$ cat config.mk
export PLATFORM = sky130hd
export DESIGN_NAME = ascon_perm_engine
export DESIGN_NICKNAME = d
export VERILOG_FILES = /design/src/rtl/ascon_perm_engine.sv
export SDC_FILE = /design/constraint.sdc
export NUM_CORES = 1
export LEC_CHECK = 0
export CORE_MARGIN = 5
export CORE_UTILIZATION = 47
export CTS_CLUSTER_SIZE = 10
export DETAILED_ROUTE_END_ITERATION = 7
export PLACE_DENSITY = 0.77
export SLEW_MARGIN = 5
export SYNTH_ARGS = -nofsm -noshare
export SYNTH_HDL_FRONTEND = slang
export SYNTH_SLANG_ARGS = --single-unit
$ cat constraint.sdc
create_clock -name clk -period 2.09 [get_ports clk]
set_clock_uncertainty 0.1 [all_clocks]
set_input_delay 0.418 -clock clk [delete_from_list [all_inputs] [get_ports clk]]
set_output_delay 0.418 -clock clk [all_outputs]
set_load 0.005 [all_outputs]
$ cat src/rtl/ascon_perm_engine.sv
// rtl/ascon_perm_engine.sv - iterative round-constant permutation engine with valid/ready handshakes
module ascon_perm_engine #(
  parameter int WIDTH  = 128,
  parameter int SHIFT  = 8,
  parameter int UNROLL = 1
) (
  input  logic             clk,
  input  logic             rst_n,
  input  logic             in_valid,
  output logic             in_ready,
  input  logic [WIDTH-1:0] state_in,
  input  logic [3:0]       rounds_in,
  output logic             out_valid,
  input  logic             out_ready,
  output logic [WIDTH-1:0] state_out,
  output logic             busy
);

  typedef enum logic [1:0] {
    IDLE = 2'd0,
    RUN  = 2'd1,
    DONE = 2'd2
  } fsm_t;

  localparam logic [3:0] LAST_IDX = 4'd12;

  fsm_t             fsm_q, fsm_d;
  logic [WIDTH-1:0] work_q;
  logic [WIDTH-1:0] res_q;
  logic [3:0]       idx_q;
  logic [WIDTH-1:0] chain;
  logic [3:0]       idx_next;
  logic [3:0]       n_norm;
  logic [3:0]       start_idx;
  logic             accept;

  // 12-entry round constant table; jobs of N rounds use its last N entries.
  function automatic logic [7:0] round_const(input logic [3:0] i);
    logic [7:0] c;
    case (i)
      4'd0:    c = 8'hf0;
      4'd1:    c = 8'he1;
      4'd2:    c = 8'hd2;
      4'd3:    c = 8'hc3;
      4'd4:    c = 8'hb4;
      4'd5:    c = 8'ha5;
      4'd6:    c = 8'h96;
      4'd7:    c = 8'h87;
      4'd8:    c = 8'h78;
      4'd9:    c = 8'h69;
      4'd10:   c = 8'h5a;
      4'd11:   c = 8'h4b;
      default: c = 8'h00;
    endcase
    return c;
  endfunction

  // One round: inject the constant into the low byte, then fold in a logical right shift.
  function automatic logic [WIDTH-1:0] round_fn(input logic [WIDTH-1:0] s, input logic [3:0] i);
    logic [WIDTH-1:0] t;
    t = s ^ WIDTH'(round_const(i));
    return t ^ (t >> SHIFT);
  endfunction

  // Zero or out-of-range round counts run the full 12-round schedule.
  always_comb begin
    n_norm = rounds_in;
    if (rounds_in == 4'd0 || rounds_in > LAST_IDX) begin
      n_norm = LAST_IDX;
    end
    start_idx = LAST_IDX - n_norm;
  end

  // Chain up to UNROLL rounds this clock, stopping early once index 12 is reached.
  always_comb begin
    chain    = work_q;
    idx_next = idx_q;
    for (int u = 0; u < UNROLL; u++) begin
      if (idx_next < LAST_IDX) begin
        chain    = round_fn(chain, idx_next);
        idx_next = idx_next + 4'd1;
      end
    end
  end

  // FSM state register.
  always_ff @(posedge clk or negedge rst_n) begin
    if (!rst_n) begin
      fsm_q <= IDLE;
    end else begin
      fsm_q <= fsm_d;
    end
  end

  // Next-state and handshake outputs; a result handshake returns to IDLE without a same-cycle accept.
  always_comb begin
    fsm_d     = fsm_q;
    in_ready  = 1'b0;
    out_valid = 1'b0;
    busy      = 1'b0;
    accept    = 1'b0;
    case (fsm_q)
      IDLE: begin
        in_ready = 1'b1;
        if (in_valid) begin
          accept = 1'b1;
          fsm_d  = RUN;
        end
      end
      RUN: begin
        busy = 1'b1;
        if (idx_next == LAST_IDX) begin
          fsm_d = DONE;
        end
      end
      DONE: begin
        out_valid = 1'b1;
        if (out_ready) begin
          fsm_d = IDLE;
        end
      end
      default: begin
        fsm_d = IDLE;
      end
    endcase
  end

  // Working state and round index; the result register only changes on entry to DONE.
  always_ff @(posedge clk or negedge rst_n) begin
    if (!rst_n) begin
      work_q <= '0;
      idx_q  <= 4'd0;
      res_q  <= '0;
    end else if (accept) begin
      work_q <= state_in;
      idx_q  <= start_idx;
    end else if (fsm_q == RUN) begin
      work_q <= chain;
      idx_q  <= idx_next;
      if (idx_next == LAST_IDX) begin
        res_q <= chain;
      end
    end
  end

  assign state_out = res_q;

endmodule
---- Word-level counts from Yosys, hierarchy flattened ----
Memories as Yosys holds them, arrays and structs flattened.
Cells that the tools add are included.
word-level totals
  flip-flop bits (word level) ............. 262
  bits in read-only memories .............. 128
  input port bits ......................... 136
  output and inout port bits .............. 131
  word-level logic and storage cells ...... 41
  memories ................................ 1
memory list
  name             depth  bits a word  rd ports  clocked after Yosys merged registers in  write ports  RTL line  source
  (no name shown)  16     8            1         0                                        0            40        case (i)
operators by class
  add/sub/neg operators ................... 2
  magnitude comparators ................... 2
  equal/unequal tests ..................... 6
  multiplexer cells ....................... 17
  bitwise operators ....................... 3
  reduce and logical (&&, ||, !) cells .... 6
operators by type and width
  operator               count
  $mux W128              3
  $xor A128 B120 Y128    1
  $xor A128 B8 Y128      1
  $mux W4                4
  $mux W8                1
  $mux W2                3
  $ne A2 B2 Y1 const B   3
  $pmux W2 S3            1
  $reduce_and A3 Y1      2
  $mux W1                5
  $add A4 B1 Y4 const B  1
  $eq A4 B4 Y1 const B   1
  $gt A4 B4 Y1 const B   1
  $logic_not A4 Y1       1
  $lt A4 B4 Y1 const B   1
  $sub A4 B4 Y4 const A  1
  $eq A2 B1 Y1 const B   1
  $eq A2 B2 Y1 const B   1
  $logic_not A2 Y1       1
  $reduce_bool A2 Y1     1
  $logic_or A1 B1 Y1     1
  $not A1 Y1             1

---- Depth between registers and ports, before layout ----
Gate-level depths: netlist (run 1).
  depth in word-level cells ............... 7
  gate-level depth with buffers ........... 7
  depth with buffers taken out ............ 5

---- Worst setup path after synthesis (run 1) ----
OpenSTA, ideal clock, no wires.
  path kind ............................... register to register
  from .................................... reg idx_q[1]
  to ...................................... reg res_q[59] (netlist: state_out[59])
  arrival time ............................ 1.813 ns
  data required time ...................... 1.865 ns
  slack ................................... 0.052 ns
  stages on the path, launching flop included .. 7
  clock period less this slack ............ 2.038 ns
  cell sequence ........................... dfrtp_1 -> ha_1 -> nor4_1 -> o21ai_1 -> buf_4 -> buf_6 -> mux2_4
between the ends
  word-level cells in the longest chain between the ends .. 4
ends and longest elaborated chain
  element                                        RTL line  source
  from (decl)                                    30        logic [3:0] idx_q;
  from (signal assigned)                         136       idx_q <= start_idx;
  from (signal assigned)                         139       idx_q <= idx_next;
  $add A4 B1 Y4 or $lt A4 B4 Y1 (tied branches)  81, 79
  $mux W4                                        79        if (idx_next < LAST_IDX) begin
  $eq A4 B4 Y1                                   140       if (idx_next == LAST_IDX) begin
  $reduce_and A3 Y1 (no source line)             -
  to (signal assigned)                           141       res_q <= chain;
  to (decl)                                      29        logic [WIDTH-1:0] res_q;
Parallel ways exist; a longest one is shown, timed or not.
A chain may end at the register's enable or synchronous reset.

---- Worst setup path after layout (run 1) ----
  from .................................... reg idx_q[0]
  to ...................................... reg res_q[63] (netlist: state_out[63])
Same word-level chain as after synthesis.

==> flow_summary.yaml, run 1 <==
global_route:
  global_route_wire_length_before_repair_um: 60100
  groute.usage.overall_pct: 23.4
  grt_start_max_net_pins: 133
  grt.overflow.total: 0
  first_global_vias: 10923
  antenna_found_initial: 0
clock_network:
  clk_latency_ps: 550
  cts.htree.levels: 1
  cts_root_buf: "clkbuf_16"
  cts_buffer_depth: 3
  clkTransAtPathRegs_ps: 60
  cts_tree: "yes"
  cts_bufs_inserted: 31
  cts_sinks: 262
synth:
  synthesis.instances: 1256
  mapped_nets: 1394
  synth-edff-count: 0
  synth_cell_type_count: 38
  syn_avg_cell_area_um2: 10.7
  yosys_most_used_dff: "dfrtp_1"
  yosys_warnings: 0
  synth.yosys.seq_area_share_pct: 48.9
  synth.cell_area_um2: 13400
  postSynthRegisterBits: 262
  synth_async_sr_flop_share_pct: 100
routing:
  drt_drc_violations_left: 0
  avgRoutedWirePerCell_um: 20.2
  num_vias: 10608
  initial_drc_count: 870
  postRouteWirelength_um: 38800
  firstDrtPassIters: 5
  drt-vias-per-instance: 5.53
  drtAntennaViolNets: 0
sta:
  clock.fmax_ghz: 0.460
  finalWorstSetupSlack_ps: -83.4
  final_setup_violating_endpoints: 103
  post-route-min-period_ps: 2170
  transition_time_at_the_pin_with_the_least_slew_margin_ps: 581
  report.final.hold_viol_count: 0
  unrepaired_setup_endpoints_after_global_routing: "true"
  worst_slew_margin_rel_pct: 61.2
  timing.final.crit_share_pct: 104
  report.final.slew_viol_count: 0
worst_hold_path:
  worst_hold_path_type: "primary input to flip-flop"
worst_setup_path:
  critical_path.max_fanout: 21
  slowest_stage_cell_on_the_critical_path: "dfrtp_1"
  critPathRequiredTime_ps: 2420
  cp_slowest_stage_delay_ps: 430
  timing.critical_path.cells: "ha_4 > nand4bb_4 > a21oi_4 > o21ai_4 > buf_12 > buf_16 > mux2_4"
  r2r_setup_slack_ps: -80
  cp_data_arrival_time_ps: 2500
  worst_setup_path_end_kind: "flip-flop"
  cpLargestDelayFamily: "flip-flops"
  crit_buf_inv: 2
  setup_crit_path_kind: "flip-flop to flip-flop"
  timing.critical_path.from_type: "flip-flop"
die:
  placeable_area_um2: 28000
  die_h_um: 179
  design.die.area_um2: 32000
  pin_count: 267
  initial_core_util_pct: 47.9
  floorplan_row_count: 61
  chipWidth_um: 179
flow_run:
  cap_viol_max_count: 0
power:
  power_density_nw_per_um2: 1760
  power.static_leakage_nw: 7.96
  peakVddDrop_mv: 1.27
  post-layout-total-power_mw: 31.9
finish:
  nFillCells: 2151
  flow.area_growth_from_synthesis_pct: 34.9
  num_antenna_cells: 0
  final_layout_size_suffix_gt1_share_pct: 16.2
  post_layout_net_count: 1673
place:
  dp.final_hpwl_um: 26200
  place.port_buffers: 266
  gpl.final_weighted_congestion: 0.855
  place_worst_setup_slack_ps: -94.6
outcome:
  outcome: "finished, violations left"
  failed_checks: "negative setup slack"
stage by stage:
stage          TNS, ps  instances  util [%]  instance area, um^2  hold slack, ps
5_1_grt          -9730       1919      64.6                18100             303
3_5_place_dp     -4950       1864      60.2                16900             289
6_report         -4840       1919      64.6                18100             299
3_3_place_gp     -1420       1864      60.2                16900             291
2_1_floorplan        0       1256         -                13400            22.4
4_1_cts          -1490       1908      63.6                17800             277
worst register-to-register path: stages, from the launching register on:
cell	delay, ps
dfrtp_1	430
ha_4	310
nand4bb_4	160
a21oi_4	70
o21ai_4	240
buf_12	210
buf_16	210
mux2_4	330
state kept, by name (all words and copies together) (netlist names):
register   flops
fsm_q          2
idx_q          4
state_out    128
work_q       128
repair_timing:
item                       CTS  global route
gates cloned                 0             4
buffers inserted             4             7
setup endpoints to repair  114           126
hold buffers                 1             0
hold endpoints to repair    45             0
resized for setup           18            27
layout make-up:
cell class                      count  area, um^2  area share (%)
Multi-Input combinational cell    903        6570            36.3
Inverter                            2        7.51          0.0415
Clock inverter                      4        52.6           0.290
Timing Repair Buffer              335        3640            20.1
Sequential cell                   262        6560            36.2
Tap cell                          378         473            2.61
Clock buffer                       35         801            4.42
path summary, 6_finish.rpt:
path,start,cells past startpoint,to
worst max-delay path,idx_q[0],7,state_out[63]
worst min-delay path,state_in[124],3,work_q[124]
worst max register to register,idx_q[0],7,state_out[63]
worst min register to register,state_out[70],1,state_out[70]
max in group asynchronous,rst_n,3,work_q[23]
min in group asynchronous,rst_n,2,state_out[57]
cell usage after synthesis, types with 4 or more instances:
master / instances / area [um^2]
a21o_1: 8 / 60.1
a21oi_1: 66 / 330
a22o_1: 8 / 70.1
buf_1: 9 / 33.8
buf_6: 12 / 135
clkbuf_1: 63 / 236
dfrtp_1: 262 / 6560
mux2_2: 19 / 214
mux2_4: 109 / 1640
nand2_1: 263 / 987
nand3_1: 49 / 245
nor2_1: 4 / 15.0
o21ai_0: 115 / 576
o311ai_0: 60 / 526
o311ai_1: 4 / 35.0
xnor2_1: 119 / 1040
xor2_1: 55 / 482
report_power, final:
part / total, mW / switching [mW] / internal [mW]
Sequential: 10.6 / 2.80 / 7.75
Clock: 4.79 / 2.00 / 2.78
Combinational: 16.6 / 7.32 / 9.26
Total: 31.9 / 12.1 / 19.8
per-layer routing:
layer,track usage (%),share of wire (%),wire [um]
met1,32.2,43,16500
met2,38.0,47,18400
met3,5.44,7.9,3060
met4,5.40,2.0,794
met5,0,0,0
cell families after synthesis:
group | Yosys count | share of synthesized area [%]
compound gates | 268 | 12.3
simple gates | 328 | 9.98
flops | 262 | 48.9
mux | 131 | 14.0
xor+xnor | 174 | 11.4
fa+ha+maj | 2 | 0.186
buf+inv | 91 | 3.30
layout by cell type (no fill, tap or decap), types with 3 or more instances in the layout:
master,netlist,routed
buf_8,0,3
mux2i_1,3,3
clkbuf_1,63,3
buf_4,2,27
a21o_1,8,8
o311ai_1,4,4
mux2_4,109,122
nand3_1,49,48
xor2_1,55,55
clkbuf_16,0,35
clkdlybuf4s50_1,0,262
a21oi_1,66,66
nand2_1,263,262
o311ai_0,60,60
buf_6,12,10
dfrtp_1,262,260
a22o_1,8,8
mux2_2,19,6
o21ai_0,115,115
xnor2_1,119,119
buf_12,0,23
Power figures use the tool's default switching activity.
==> run 2, diff against run 1 <==
- CTS_CLUSTER_SIZE: 10 -> unset
==> flow_summary.yaml, run 2 (synthesized netlist as in run 1, its figures left out) <==
worst_setup_path:
  critical_path.max_fanout: 21
  critPathRequiredTime_ps: 2420
  timing.critical_path.cells: "buf_6 > or3b_4 > a21oi_4 > o21ai_4 > buf_12 > buf_16 > mux2_4"
  crit_buf_inv: 3
  worstReg2RegEnd: "state_out[56]"
  cp_data_arrival_time_ps: 2480
  critical_path_cell_count: 7
  slowest_stage_cell_on_the_critical_path: "dfrtp_1"
  timing.critical_path.from_type: "flip-flop"
  r2r_setup_slack_ps: -60
  cp_slowest_stage_delay_ps: 420
  cpLargestDelayFamily: "buffers and inverters"
  reg2regPathDepth: 7
  setup_crit_path_kind: "flip-flop to flip-flop"
  worst_setup_path_end_kind: "flip-flop"
  worstReg2RegStart: "idx_q[0]"
power:
  power_density_nw_per_um2: 1780
  power.static_leakage_nw: 7.99
  peakVddDrop_mv: 1.23
sta:
  transition_time_at_the_pin_with_the_least_slew_margin_ps: 583
  fin_setup_tns_ps: -3040
  clock.fmax_ghz: 0.465
  finalWorstSetupSlack_ps: -60.1
  report.final.slew_viol_count: 0
  unrepaired_setup_endpoints_after_global_routing: "true"
  worst_slew_margin_rel_pct: 61.1
  timing.final.crit_share_pct: 103
  post-route-min-period_ps: 2150
  report.final.hold_viol_count: 0
  final_setup_violating_endpoints: 91
global_route:
  global_route_wire_length_before_repair_um: 60300
  grt_start_max_net_pins: 133
  antenna_found_initial: 0
  groute.usage.overall_pct: 23.4
  grt.overflow.total: 0
  first_global_vias: 10988
clock_network:
  clkTransAtPathRegs_ps: 60
  clk_latency_ps: 540
  cts_buffer_depth: 3
  cts_root_buf: "clkbuf_16"
  cts_bufs_inserted: 28
  cts_sinks: 262
  cts.htree.levels: 1
  cts_tree: "yes"
routing:
  initial_drc_count: 916
  drtAntennaViolNets: 0
  num_vias: 10641
  dr.max_layer_used: "met4"
  postRouteWirelength_um: 38400
  drt-vias-per-instance: 5.51
  route.layer.met1.wl_um: 16300
  firstDrtPassIters: 6
  met2RoutedLength_um: 18100
  wl_met3_um: 3040
  avgRoutedWirePerCell_um: 19.9
  drt_drc_violations_left: 0
finish:
  most-common-layout-cells: "262 x nand2_1, 262 x clkdlybuf4s50_1, 260 x dfrtp_1"
  nFillCells: 2135
  num_antenna_cells: 0
  area.sequential_um2: 6560
  flow.area_growth_from_synthesis_pct: 35.2
  final_layout_size_suffix_gt1_share_pct: 16.6
  layout.cell_area.non_filler_um2: 18100
  multi_input_comb_area_um2: 6570
  post_layout_net_count: 1669
  stdcell_count: 1930
  core_occupancy_in_the_finished_layout_pct: 64.8
worst_hold_path:
  worst_hold_path_type: "primary input to async pin"
flow_run:
  cap_viol_max_count: 0
die:
  design.die.area_um2: 32000
  chipWidth_um: 179
  pin_count: 267
  placeable_area_um2: 28000
  floorplan_row_count: 61
  die_h_um: 179
  initial_core_util_pct: 47.9
place:
  dpl_cell_area_um2: 16900
  dp.final_hpwl_um: 26200
  place.port_buffers: 266
  gpl.final_weighted_congestion: 0.855
  dp.cells: 1864
outcome:
  outcome: "finished, violations left"
  failed_checks: "negative setup slack"
[run 2: cell types whose count changed in the layout (fill, tap and decap cells not counted), moves of 2 or more]
cell	before	now
buf_4	27	34
clkbuf_8	1	7
buf_6	10	5
clkinv_2	1	6
clkbuf_16	35	31
clkbuf_1	3	6
buf_8	3	1
bufinv_16	1	3
[run 2: where the power goes]
group / switching [mW] / total, mW / leakage (nW) / internal, mW
logic: 7.28 / 16.5 / 4.32 / 9.22
registers: 2.78 / 10.5 / 3.19 / 7.75
clock network: 2.04 / 5.18 / 0.481 / 3.14
total: 12.1 / 32.2 / 7.99 / 20.1
[run 2: worst max-delay path by stage]
stage	start	to	slack (ps)
finish	idx_q[0]	state_out[56]	-60
global route	idx_q[0]	state_out[56]	-100
CTS	idx_q[1]	state_out[42]	-40
detailed placement	in_valid	work_q[16]	-90
global placement	in_valid	work_q[7]	-40
floorplan	idx_q[1]	state_out[59]	50
[run 2: metal layers]
metal | vias to the layer above | global-route usage, %
li1 | 4907 | -
met1 | 5288 | 32.1
met2 | 390 | 37.9
met3 | 56 | 5.25
met4 | 0 | 5.76
met5 | - | 0
[run 2: worst reg2reg max path, stage by stage (launching register included)]
cell and delay [ps]:
dfrtp_1 420, buf_6 140, or3b_4 400, a21oi_4 200, o21ai_4 100, buf_12 170, buf_16 190, mux2_4 320
[run 2: area by class of cell]
type                       instances  share of cell area [%]
sequential                       262                    36.1
clock buffer                      42                    4.65
timing repair buffer             334                    19.7
clock inverter                     9                   0.662
tap                              378                    2.61
multi-input combinational        903                    36.2
inverter                           2                  0.0414
[run 2: repair_timing]
action	4_1_cts	5_1_grt
gates resized for setup	25	14
hold buffers	1	0
hold endpoints to repair	45	0
endpoints found under the setup margin	115	129
setup buffers	6	5
pin swaps	0	2
cloned	0	3
[run 2: per-stage QoR]
stage	hold slack (ps)	worst slack, ps	power [mW]
CTS	294	-40.1	32.1
floorplan	22.4	52.2	20.0
global route	316	-96.6	34.4
global placement	291	-44.6	25.7
detailed placement	289	-94.6	26.4
finish	308	-60.1	32.2
